File: config.mk
export PLATFORM = sky130hd
export DESIGN_NAME = pipe_stage_buf_flat
export DESIGN_NICKNAME = d
export VERILOG_FILES = /design/src/rtl/pipe_stage_buf_pkg.sv /design/src/rtl/pipe_stage_buf_if.sv /design/src/rtl/pipe_stage_buf_sat_counter.sv /design/src/rtl/pipe_stage_buf.sv /design/src/flat_wrapper.sv
export SDC_FILE = /design/constraint.sdc
export NUM_CORES = 1
export LEC_CHECK = 0
export CAP_MARGIN = 5
export CORE_MARGIN = 8
export CORE_UTILIZATION = 55
export CTS_BUF_LIST = sky130_fd_sc_hd__clkbuf_4 sky130_fd_sc_hd__clkbuf_8
export CTS_CLUSTER_DIAMETER = 80
export DETAILED_ROUTE_END_ITERATION = 7
export PLACE_DENSITY = 0.87
export SYNTH_ARGS = -nofsm -noshare
export SYNTH_HDL_FRONTEND = slang
export SYNTH_HIERARCHICAL = 1
export SYNTH_SLANG_ARGS = --single-unit
File: constraint.sdc
create_clock -name clk -period 3.9 [get_ports clk]
set_clock_uncertainty 0.15 [all_clocks]
set_input_delay 0.78 -clock clk [delete_from_list [all_inputs] [get_ports clk]]
set_output_delay 0.78 -clock clk [all_outputs]
set_load 0.03 [all_outputs]
File: src/rtl/pipe_stage_buf_pkg.sv
// Shared types for the if_id pipeline buffer: state encoding, stage payload
// struct and the bubble (all-control-clear) payload.
package Pipe_Buf_Reg_PKG;

  typedef enum logic [1:0] {
    ST_EMPTY = 2'd0,
    ST_ONE   = 2'd1,
    ST_FULL  = 2'd2
  } buf_state_e;

  // if_id stage payload; the bubble has every field cleared.
  typedef struct packed {
    logic        valid;
    logic [7:0]  ctrl;
    logic [31:0] pc;
  } if_id_t;

  localparam int IF_ID_W = $bits(if_id_t);

  localparam logic [IF_ID_W-1:0] BUBBLE_IF_ID = {IF_ID_W{1'b0}};

  function automatic logic [1:0] state_occupancy(input buf_state_e st);
    logic [1:0] occ;
    case (st)
      ST_EMPTY: occ = 2'd0;
      ST_ONE:   occ = 2'd1;
      ST_FULL:  occ = 2'd2;
      default:  occ = 2'd0;
    endcase
    return occ;
  endfunction

endpackage

File: src/rtl/pipe_stage_buf_if.sv
// Valid/ready handshake bundle between two pipeline stages and the buffer.
interface pipe_stage_buf_if #(
  parameter int WIDTH = 41
) ();

  logic             in_valid;
  logic             in_ready;
  logic [WIDTH-1:0] in_data;
  logic             out_valid;
  logic             out_ready;
  logic [WIDTH-1:0] out_data;

  // Buffer side.
  modport slave (
    input  in_valid,
    input  in_data,
    input  out_ready,
    output in_ready,
    output out_valid,
    output out_data
  );

  // Environment side: drives upstream payload and downstream ready.
  modport master (
    output in_valid,
    output in_data,
    output out_ready,
    input  in_ready,
    input  out_valid,
    input  out_data
  );

endinterface

File: src/rtl/pipe_stage_buf_sat_counter.sv
// Saturating event counter used to measure downstream stall cycles.
module pipe_sat_counter #(
  parameter int CNT_W = 16
) (
  input  logic             clk,
  input  logic             reset,
  input  logic             clear_i,
  input  logic             inc_i,
  output logic [CNT_W-1:0] cnt_o
);

  localparam logic [CNT_W-1:0] CNT_MAX = {CNT_W{1'b1}};
  localparam logic [CNT_W-1:0] CNT_ONE = {{(CNT_W-1){1'b0}}, 1'b1};

  logic [CNT_W-1:0] cnt_q;
  logic [CNT_W-1:0] cnt_d;

  always_comb begin
    cnt_d = cnt_q;
    if (clear_i) begin
      cnt_d = {CNT_W{1'b0}};
    end else if (inc_i && (cnt_q != CNT_MAX)) begin
      cnt_d = cnt_q + CNT_ONE;
    end else begin
      cnt_d = cnt_q;
    end
  end

  always_ff @(posedge clk) begin
    if (reset) begin
      cnt_q <= {CNT_W{1'b0}};
    end else begin
      cnt_q <= cnt_d;
    end
  end

  assign cnt_o = cnt_q;

endmodule

File: src/rtl/pipe_stage_buf.sv
// Two-entry skid buffer between pipeline stages with flush, occupancy and a
// saturating stall counter. All handshake outputs come straight from flops.
module pipe_stage_buf
  import Pipe_Buf_Reg_PKG::*;
#(
  parameter int WIDTH = 41,
  parameter int CNT_W = 16
) (
  input  logic             clk,
  input  logic             reset,
  input  logic             flush,
  pipe_stage_buf_if.slave  bus,
  output logic [1:0]       occupancy,
  output logic [CNT_W-1:0] stall_cnt
);

  localparam logic [WIDTH-1:0] BUBBLE = WIDTH'(BUBBLE_IF_ID);

  buf_state_e       state_q;
  buf_state_e       state_d;
  logic [WIDTH-1:0] main_q;
  logic [WIDTH-1:0] main_d;
  logic [WIDTH-1:0] skid_q;
  logic [WIDTH-1:0] skid_d;
  logic             in_ready_q;
  logic             out_valid_q;
  logic [1:0]       occ_q;
  logic             accept_s;
  logic             drain_s;
  logic             stall_s;

  assign accept_s = bus.in_valid & in_ready_q;
  assign drain_s  = out_valid_q & bus.out_ready;
  assign stall_s  = out_valid_q & ~bus.out_ready;

  // Next-state and datapath selection; emptied slots are refilled with the
  // bubble so out_data is zero whenever out_valid is low.
  always_comb begin
    state_d = state_q;
    main_d  = main_q;
    skid_d  = skid_q;
    if (flush) begin
      state_d = ST_EMPTY;
      main_d  = BUBBLE;
      skid_d  = BUBBLE;
    end else begin
      case (state_q)
        ST_EMPTY: begin
          if (accept_s) begin
            state_d = ST_ONE;
            main_d  = bus.in_data;
          end else begin
            state_d = ST_EMPTY;
          end
        end
        ST_ONE: begin
          if (accept_s && drain_s) begin
            state_d = ST_ONE;
            main_d  = bus.in_data;
          end else if (accept_s) begin
            state_d = ST_FULL;
            skid_d  = bus.in_data;
          end else if (drain_s) begin
            state_d = ST_EMPTY;
            main_d  = BUBBLE;
          end else begin
            state_d = ST_ONE;
          end
        end
        ST_FULL: begin
          if (drain_s) begin
            state_d = ST_ONE;
            main_d  = skid_q;
            skid_d  = BUBBLE;
          end else begin
            state_d = ST_FULL;
          end
        end
        default: begin
          state_d = ST_EMPTY;
          main_d  = BUBBLE;
          skid_d  = BUBBLE;
        end
      endcase
    end
  end

  // State, payload and handshake output registers.
  always_ff @(posedge clk) begin
    if (reset) begin
      state_q     <= ST_EMPTY;
      main_q      <= BUBBLE;
      skid_q      <= BUBBLE;
      in_ready_q  <= 1'b1;
      out_valid_q <= 1'b0;
      occ_q       <= 2'd0;
    end else begin
      state_q     <= state_d;
      main_q      <= main_d;
      skid_q      <= skid_d;
      in_ready_q  <= (state_d != ST_FULL);
      out_valid_q <= (state_d != ST_EMPTY);
      occ_q       <= state_occupancy(state_d);
    end
  end

  pipe_sat_counter #(
    .CNT_W (CNT_W)
  ) u_stall_cnt (
    .clk     (clk),
    .reset   (reset),
    .clear_i (1'b0),
    .inc_i   (stall_s),
    .cnt_o   (stall_cnt)
  );

  assign bus.in_ready  = in_ready_q;
  assign bus.out_valid = out_valid_q;
  assign bus.out_data  = main_q;
  assign occupancy     = occ_q;

endmodule

File: src/flat_wrapper.sv
// flat-port wrapper written by rule: the top's interface ports become plain ports
module pipe_stage_buf_flat import Pipe_Buf_Reg_PKG::*;
#(
  parameter int WIDTH = 41,
  parameter int CNT_W = 16
)
  (clk, reset, flush, occupancy, stall_cnt, bus_in_valid, bus_in_data, bus_out_ready, bus_in_ready, bus_out_valid, bus_out_data);
  pipe_stage_buf_if #(.WIDTH(WIDTH)) bus_i ();
  input  logic clk;
  input  logic reset;
  input  logic flush;
  output logic [1:0] occupancy;
  output logic [CNT_W-1:0] stall_cnt;
  input wire logic [$bits(bus_i.in_valid)-1:0] bus_in_valid;
  input wire logic [$bits(bus_i.in_data)-1:0] bus_in_data;
  input wire logic [$bits(bus_i.out_ready)-1:0] bus_out_ready;
  output wire logic [$bits(bus_i.in_ready)-1:0] bus_in_ready;
  output wire logic [$bits(bus_i.out_valid)-1:0] bus_out_valid;
  output wire logic [$bits(bus_i.out_data)-1:0] bus_out_data;
  assign bus_i.in_valid = bus_in_valid;
  assign bus_i.in_data = bus_in_data;
  assign bus_i.out_ready = bus_out_ready;
  assign bus_in_ready = bus_i.in_ready;
  assign bus_out_valid = bus_i.out_valid;
  assign bus_out_data = bus_i.out_data;
  pipe_stage_buf #(.WIDTH(WIDTH), .CNT_W(CNT_W)) u_core (.clk(clk), .reset(reset), .flush(flush), .bus(bus_i), .occupancy(occupancy), .stall_cnt(stall_cnt));
endmodule
==> impl_metrics.toml, run 1 <==
[worst_setup_path]
r2r-start = "u_core/state_q[1]"
worst-r2r-cell-count = 5
cp-start-kind = "input port"
end_kind = "flip-flop"
crit_required_ns = 4.05
path_max_fanout = 25
slowest_stage = "clkdlybuf4s50_1"
cp_data_arrival_time_ns = 2.79
crit_start = "bus_out_ready"
cp_cell_sequence = "clkdlybuf4s50_1 -> nand2_2 -> a31o_2 -> a21oi_4 -> buf_4 -> a22o_1"
critPathMaxStageDelay_ns = 0.55
worstSetupPathType = "input port to flip-flop"

[clock_tree]
cts_buffers = 9
cts_root_buf = "clkbuf_8"
cts_sinks = 104
cts_buffer_depth = 2
hold_buffers = 0
insertion_delay_ns = 0.36
h-tree-depth = 3
clk_pin_slew_ns = 0.10
post_cts_buffers = 0
ctsResizeCount = 0
cts_tree = "yes"

[layout]
num_antenna_cells = 0
stdcell_area_um2 = 5807
fin_nets = 598
drive_above_1_share_pct = 13.67
syn_to_final_growth_pct = 27.82

[routing]
drt_wl_total_um = 11430
vias = 3870
wl_met3_um = 756
ant_nets = 0
wl_met2_um = 5694
top_layer = "met4"
viasPerCell = 5.855
drc_errors = 0
dr.pass1.iters = 5
post_drt_wl_per_cell_um = 17.29
drt_iter0_drc = 195
met1Wirelength_um = 4657

[global_routing]
grt_pass1_wl_um = 18450
antenna_found_initial = 0
grt_max_degree = 42
overflow = 0
grt_usage_pct = 19.59
first_global_vias = 3815

[placed_design]
gp_congestion = 0.8573
portBuffers = 106
dpl_cell_area_um2 = 5573
dp_hpwl_um = 8012

[synth]
synthAdderAreaFrac_pct = 0.2754
yosys_warnings = 6
synthDistinctLibCells = 58
synth_edf_count = 0
synth_xor_xnor_area_share_pct = 0.3580
ys_async_sr_fraction_pct = 0
postSynthCellCount = 457
yosys.area_share.simple_pct = 17.90
synth_top_family_by_area = "compound AO/OA/AOI/OAI gates"
synth-main-ff-cell = "dfxtp_1"
synth_seq_cells = 104
synth_area_um2 = 4543
synth.mux.area_fraction_pct = 3.085
avgSynthCellArea_um2 = 9.941
ys_seq_area_share_pct = 45.83
synth_compound_area_share_pct = 26.99

[die]
initial_core_util_pct = 56.14
dieWidth_um = 106.9
dieHeight_um = 106.9
dieArea_um2 = 11420
boundaryPins = 107
core_area_um2 = 8093
num_rows = 33

[min_path]
min_path_type = "flip-flop to flip-flop"
hp-start = "u_core/bus.out_data[34]"
hold_depth = 1

[timing]
period_share_pct = 67.67
tightestPinTransition_ns = 1.013
fin_crit_ns = 2.639
drv_slew = 0
rsz0062_at_grt = "false"
max_freq_mhz = 378.9
timing.hold.ws_ns = 0.3332
max_slew_margin_pct = 32.37
finalSetupViolations = 0
hold_violations = 0
fin_tns_setup_ns = 0

[flow_run]
drv_cap = 0

[pwr]
leakagePower_nw = 2.084
p_per_area_nw_per_um2 = 379.0
finalPower_mw = 2.201
irDropWorstVdd_mv = 0.2455

[run_status]
status = "complete, no violations"
-- worst max-delay path, delay by kind of cell --
kind / cells / cell delay, ns
compound gates: 3 / 0.92
buf+inv: 2 / 0.92
simple gates: 1 / 0.17
-- report_power, final --
| group | internal [mW] | total (mW) | switching, mW | leakage, nW |
|---|---|---|---|---|
| sequential | 1.09 | 1.11 | 0.0214 | 0.843 |
| combinational | 0.135 | 0.326 | 0.191 | 1.13 |
| clock | 0.377 | 0.763 | 0.385 | 0.116 |
-- through the flow --
| step | worst slack (ns) | utilization (%) | cells |
|---|---|---|---|
| global route | 1.184 | 71.75 | 661 |
| global placement | 1.001 | 68.86 | 645 |
| CTS | 1.289 | 71.75 | 661 |
| finish | 1.261 | 71.75 | 661 |
| floorplan | 1.865 | - | 463 |
| detailed placement | 0.9351 | 68.86 | 645 |
-- layout make-up --
cell class                 count  area (um2)
clock buffer                   9       123.9
clock inverter                 7       110.1
fill                         609        2286
inverter                       1       3.754
multi-input combinational    322        2242
sequential                   104        2082
tap                          105       131.4
timing repair buffer         113        1114
-- cell usage after synthesis, drive strengths merged, types with 2 or more instances --
cell / n / area share (%)
o21ai: 6 / 0.66
dfxtp: 104 / 46
a31oi: 4 / 0.55
a2111o: 2 / 0.50
and3: 6 / 1.1
o2bb2ai: 8 / 1.5
nand2: 83 / 7.0
nand4: 5 / 1.0
or2: 2 / 0.28
nor3: 3 / 0.58
buf: 34 / 5.1
nor2: 49 / 4.1
a21oi: 18 / 2.1
a311oi: 34 / 11
mux2i: 14 / 3.1
nand3: 5 / 0.55
or3: 7 / 1.0
nor3b: 2 / 0.33
and2: 4 / 0.61
a22o: 41 / 7.9
a2111oi: 2 / 0.39
a211oi: 4 / 0.77
-- routing by layer --
layer / track usage [%] / up-vias
met2: 33.97 / 148
met3: 4.919 / 27
li1: - / 1857
met1: 22.17 / 1838
met5: 0 / -
met4: 8.945 / 0
-- kinds of logic (layout without fill, tap and decap cells) --
kind of cell,count (synthesis),after routing
muxes,14,14
buffers and inverters,37,130
other,1,7
adders and majority gates,1,1
xor gates and xnor gates,1,1
and+or+nand+nor,172,172
DFF,104,104
AOI/OAI and AO/OA,127,127
-- cells in the final DEF, fill, tap and decap left out, drive strengths merged, types with 2 or more instances in the layout --
cell type / n
clkdlybuf4s50: 106
dfxtp: 104
nand2: 83
nor2: 49
a22o: 41
a311oi: 34
a21oi: 18
mux2i: 14
clkbuf: 9
o2bb2ai: 8
buf: 7
conb: 7
or3: 7
o21ai: 6
and3: 6
nand3: 5
nand4: 5
inv: 5
a31oi: 4
a211oi: 4
and2: 4
nor3: 3
bufinv: 2
a2111oi: 2
nor3b: 2
a2111o: 2
or2: 2
-- worst paths after layout --
path                                                end  slack [ns]
worst max-delay path                  u_core/skid_q[15]        1.26
worst min register to register  u_core/bus.out_data[34]        0.33
worst min-delay path            u_core/bus.out_data[34]        0.33
worst max register to register  u_core/bus.out_data[16]        1.34
-- state kept, by name, indices dropped and copies added, names as in the netlist --
signal / flops
u_core/u_stall_cnt/cnt_o: 16
u_core/occupancy: 2
u_core/bus.out_data: 41
u_core/bus.in_ready: 1
u_core/bus.out_valid: 1
u_core/state_q: 2
u_core/skid_q: 41
No activity file was read; power rests on OpenSTA's default activity.
==> run 2: changes to the inputs <==
CORE_UTILIZATION = 52   (was 55)
PLACE_DENSITY = 0.83   (was 0.87)
clock period = 2.6 ns   (was 3.9 ns; I/O delays follow)
==> impl_metrics.toml, run 2 (synthesis results as in run 1) <==
[global_routing]
first_global_vias = 3877
overflow = 0
grt_max_degree = 51
met1_usage_pct = 22.15
busiest_layer = "met2"
grtUsageMet3_pct = 3.927
grt_usage_pct = 19.00
use_met2_pct = 33.25
grt_pass1_wl_um = 18580
antenna_found_initial = 0

[die]
boundaryPins = 107
initial_core_util_pct = 52.87
dieArea_um2 = 11980
core_area_um2 = 8593
dieWidth_um = 109.5
dieHeight_um = 109.5
num_rows = 34

[timing]
fin_crit_ns = 2.255
hold_violations = 0
max_slew_margin_pct = 53.98
fin_tns_setup_ns = 0
drv_slew = 0
finalSetupViolations = 0
rsz0062_at_grt = "false"
max_freq_mhz = 443.4
tightestPinTransition_ns = 0.6894
period_share_pct = 86.74

[layout]
regArea_um2 = 2082
drive_above_1_share_pct = 15.04
final_common_cell = "clkdlybuf4s50_1"
multiInputGateArea_um2 = 2242
final_cell_mix = "106 x clkdlybuf4s50_1, 104 x dfxtp_1, 81 x nand2_1"
syn_to_final_growth_pct = 28.72
nFillCells = 669
fin_nets = 607
final_util_pct = 68.05
num_antenna_cells = 0

[clock_tree]
post_cts_buffers = 0
cts_tree = "yes"
cts_buffer_depth = 2
insertion_delay_ns = 0.36
h-tree-depth = 3
cts_root_buf = "clkbuf_8"
clk_pin_slew_ns = 0.10
cts_buffers = 9
cts_sinks = 104
hold_buffers = 0
ctsResizeCount = 0

[worst_setup_path]
crit_buf_inv = 1
crit_family = "buffers and inverters"
slowest_stage = "clkdlybuf4s50_1"
crit_required_ns = 1.93
end_kind = "output pin"
path_max_fanout = 7
worstSetupPathType = "flip-flop to output pin"
cp_cell_sequence = "clkdlybuf4s50_1"
critPathMaxStageDelay_ns = 0.73
cp-start-kind = "flip-flop"
cp_data_arrival_time_ns = 1.59

[routing]
post_drt_wl_per_cell_um = 17.26
ant_nets = 0
drc_errors = 0
vias = 3866
viasPerCell = 5.744
drt_iter0_drc = 213
drt_wl_total_um = 11610
dr.pass1.iters = 4

[pwr]
p_per_area_nw_per_um2 = 531.1
irDropWorstVdd_mv = 0.2965
leakagePower_nw = 2.101

[run_status]
status = "complete, no violations"

[min_path]
min_path_type = "flip-flop to flip-flop"

[placed_design]
dp_hpwl_um = 8236
portBuffers = 106
gp_congestion = 0.8184

[flow_run]
drv_cap = 0
-- run 2: changes by cell type in the layout (fill, tap and decap cells not counted), sizes merged --
cell,previous run,this run
clkinv,0,1
buf,7,16
inv,5,3
clkinvlp,1,4
bufinv,2,0
-- run 2: layout make-up --
type | instances | share of cell area (%)
Multi-Input combinational cell | 322 | 38.34
Sequential cell | 104 | 35.60
Timing Repair Buffer | 122 | 20.62
Tap cell | 108 | 2.311
Clock buffer | 9 | 2.118
Clock inverter | 7 | 0.9414
Inverter | 1 | 0.06418
-- run 2: per-layer routing --
layer	part of all wire (%)	up-vias	wire length, um
met5	0	-	0
met4	1.9	0	221
met1	41	1864	4781
met2	51	101	5913
li1	-	1885	-
met3	6.0	16	698
-- run 2: through the flow --
step	hold WS, ns	std cells	instance area (um2)	total power [mW]	worst slack, ns
finish	0.3250	673	5848	3.106	0.3447
global route	0.3466	673	5848	3.221	0.2918
CTS	0.3235	673	5848	3.128	0.3288
detailed placement	0.2985	657	5669	2.205	0.1212
global placement	0.2993	657	5669	2.195	0.2317
floorplan	0.2989	463	4566	2.007	0.7368
-- run 2: final timing paths --
check | cells past startpoint | slack (ns) | end | startpoint
worst max-delay path | 1 | 0.34 | stall_cnt[13] | u_core/u_stall_cnt/cnt_o[13]
worst min-delay path | 1 | 0.33 | u_core/bus.out_data[34] | u_core/bus.out_data[34]
worst max register to register | 5 | 0.49 | u_core/bus.out_data[16] | u_core/state_q[0]
worst min register to register | 1 | 0.33 | u_core/bus.out_data[34] | u_core/bus.out_data[34]
-- run 2: power breakdown --
part           switching (mW)  total, mW  leakage, nW  internal [mW]
Clock                   0.580      0.937       0.0798          0.357
Sequential             0.0302       1.67        0.843           1.64
Combinational           0.287      0.502         1.18          0.215
Total                   0.898       3.11         2.10           2.21
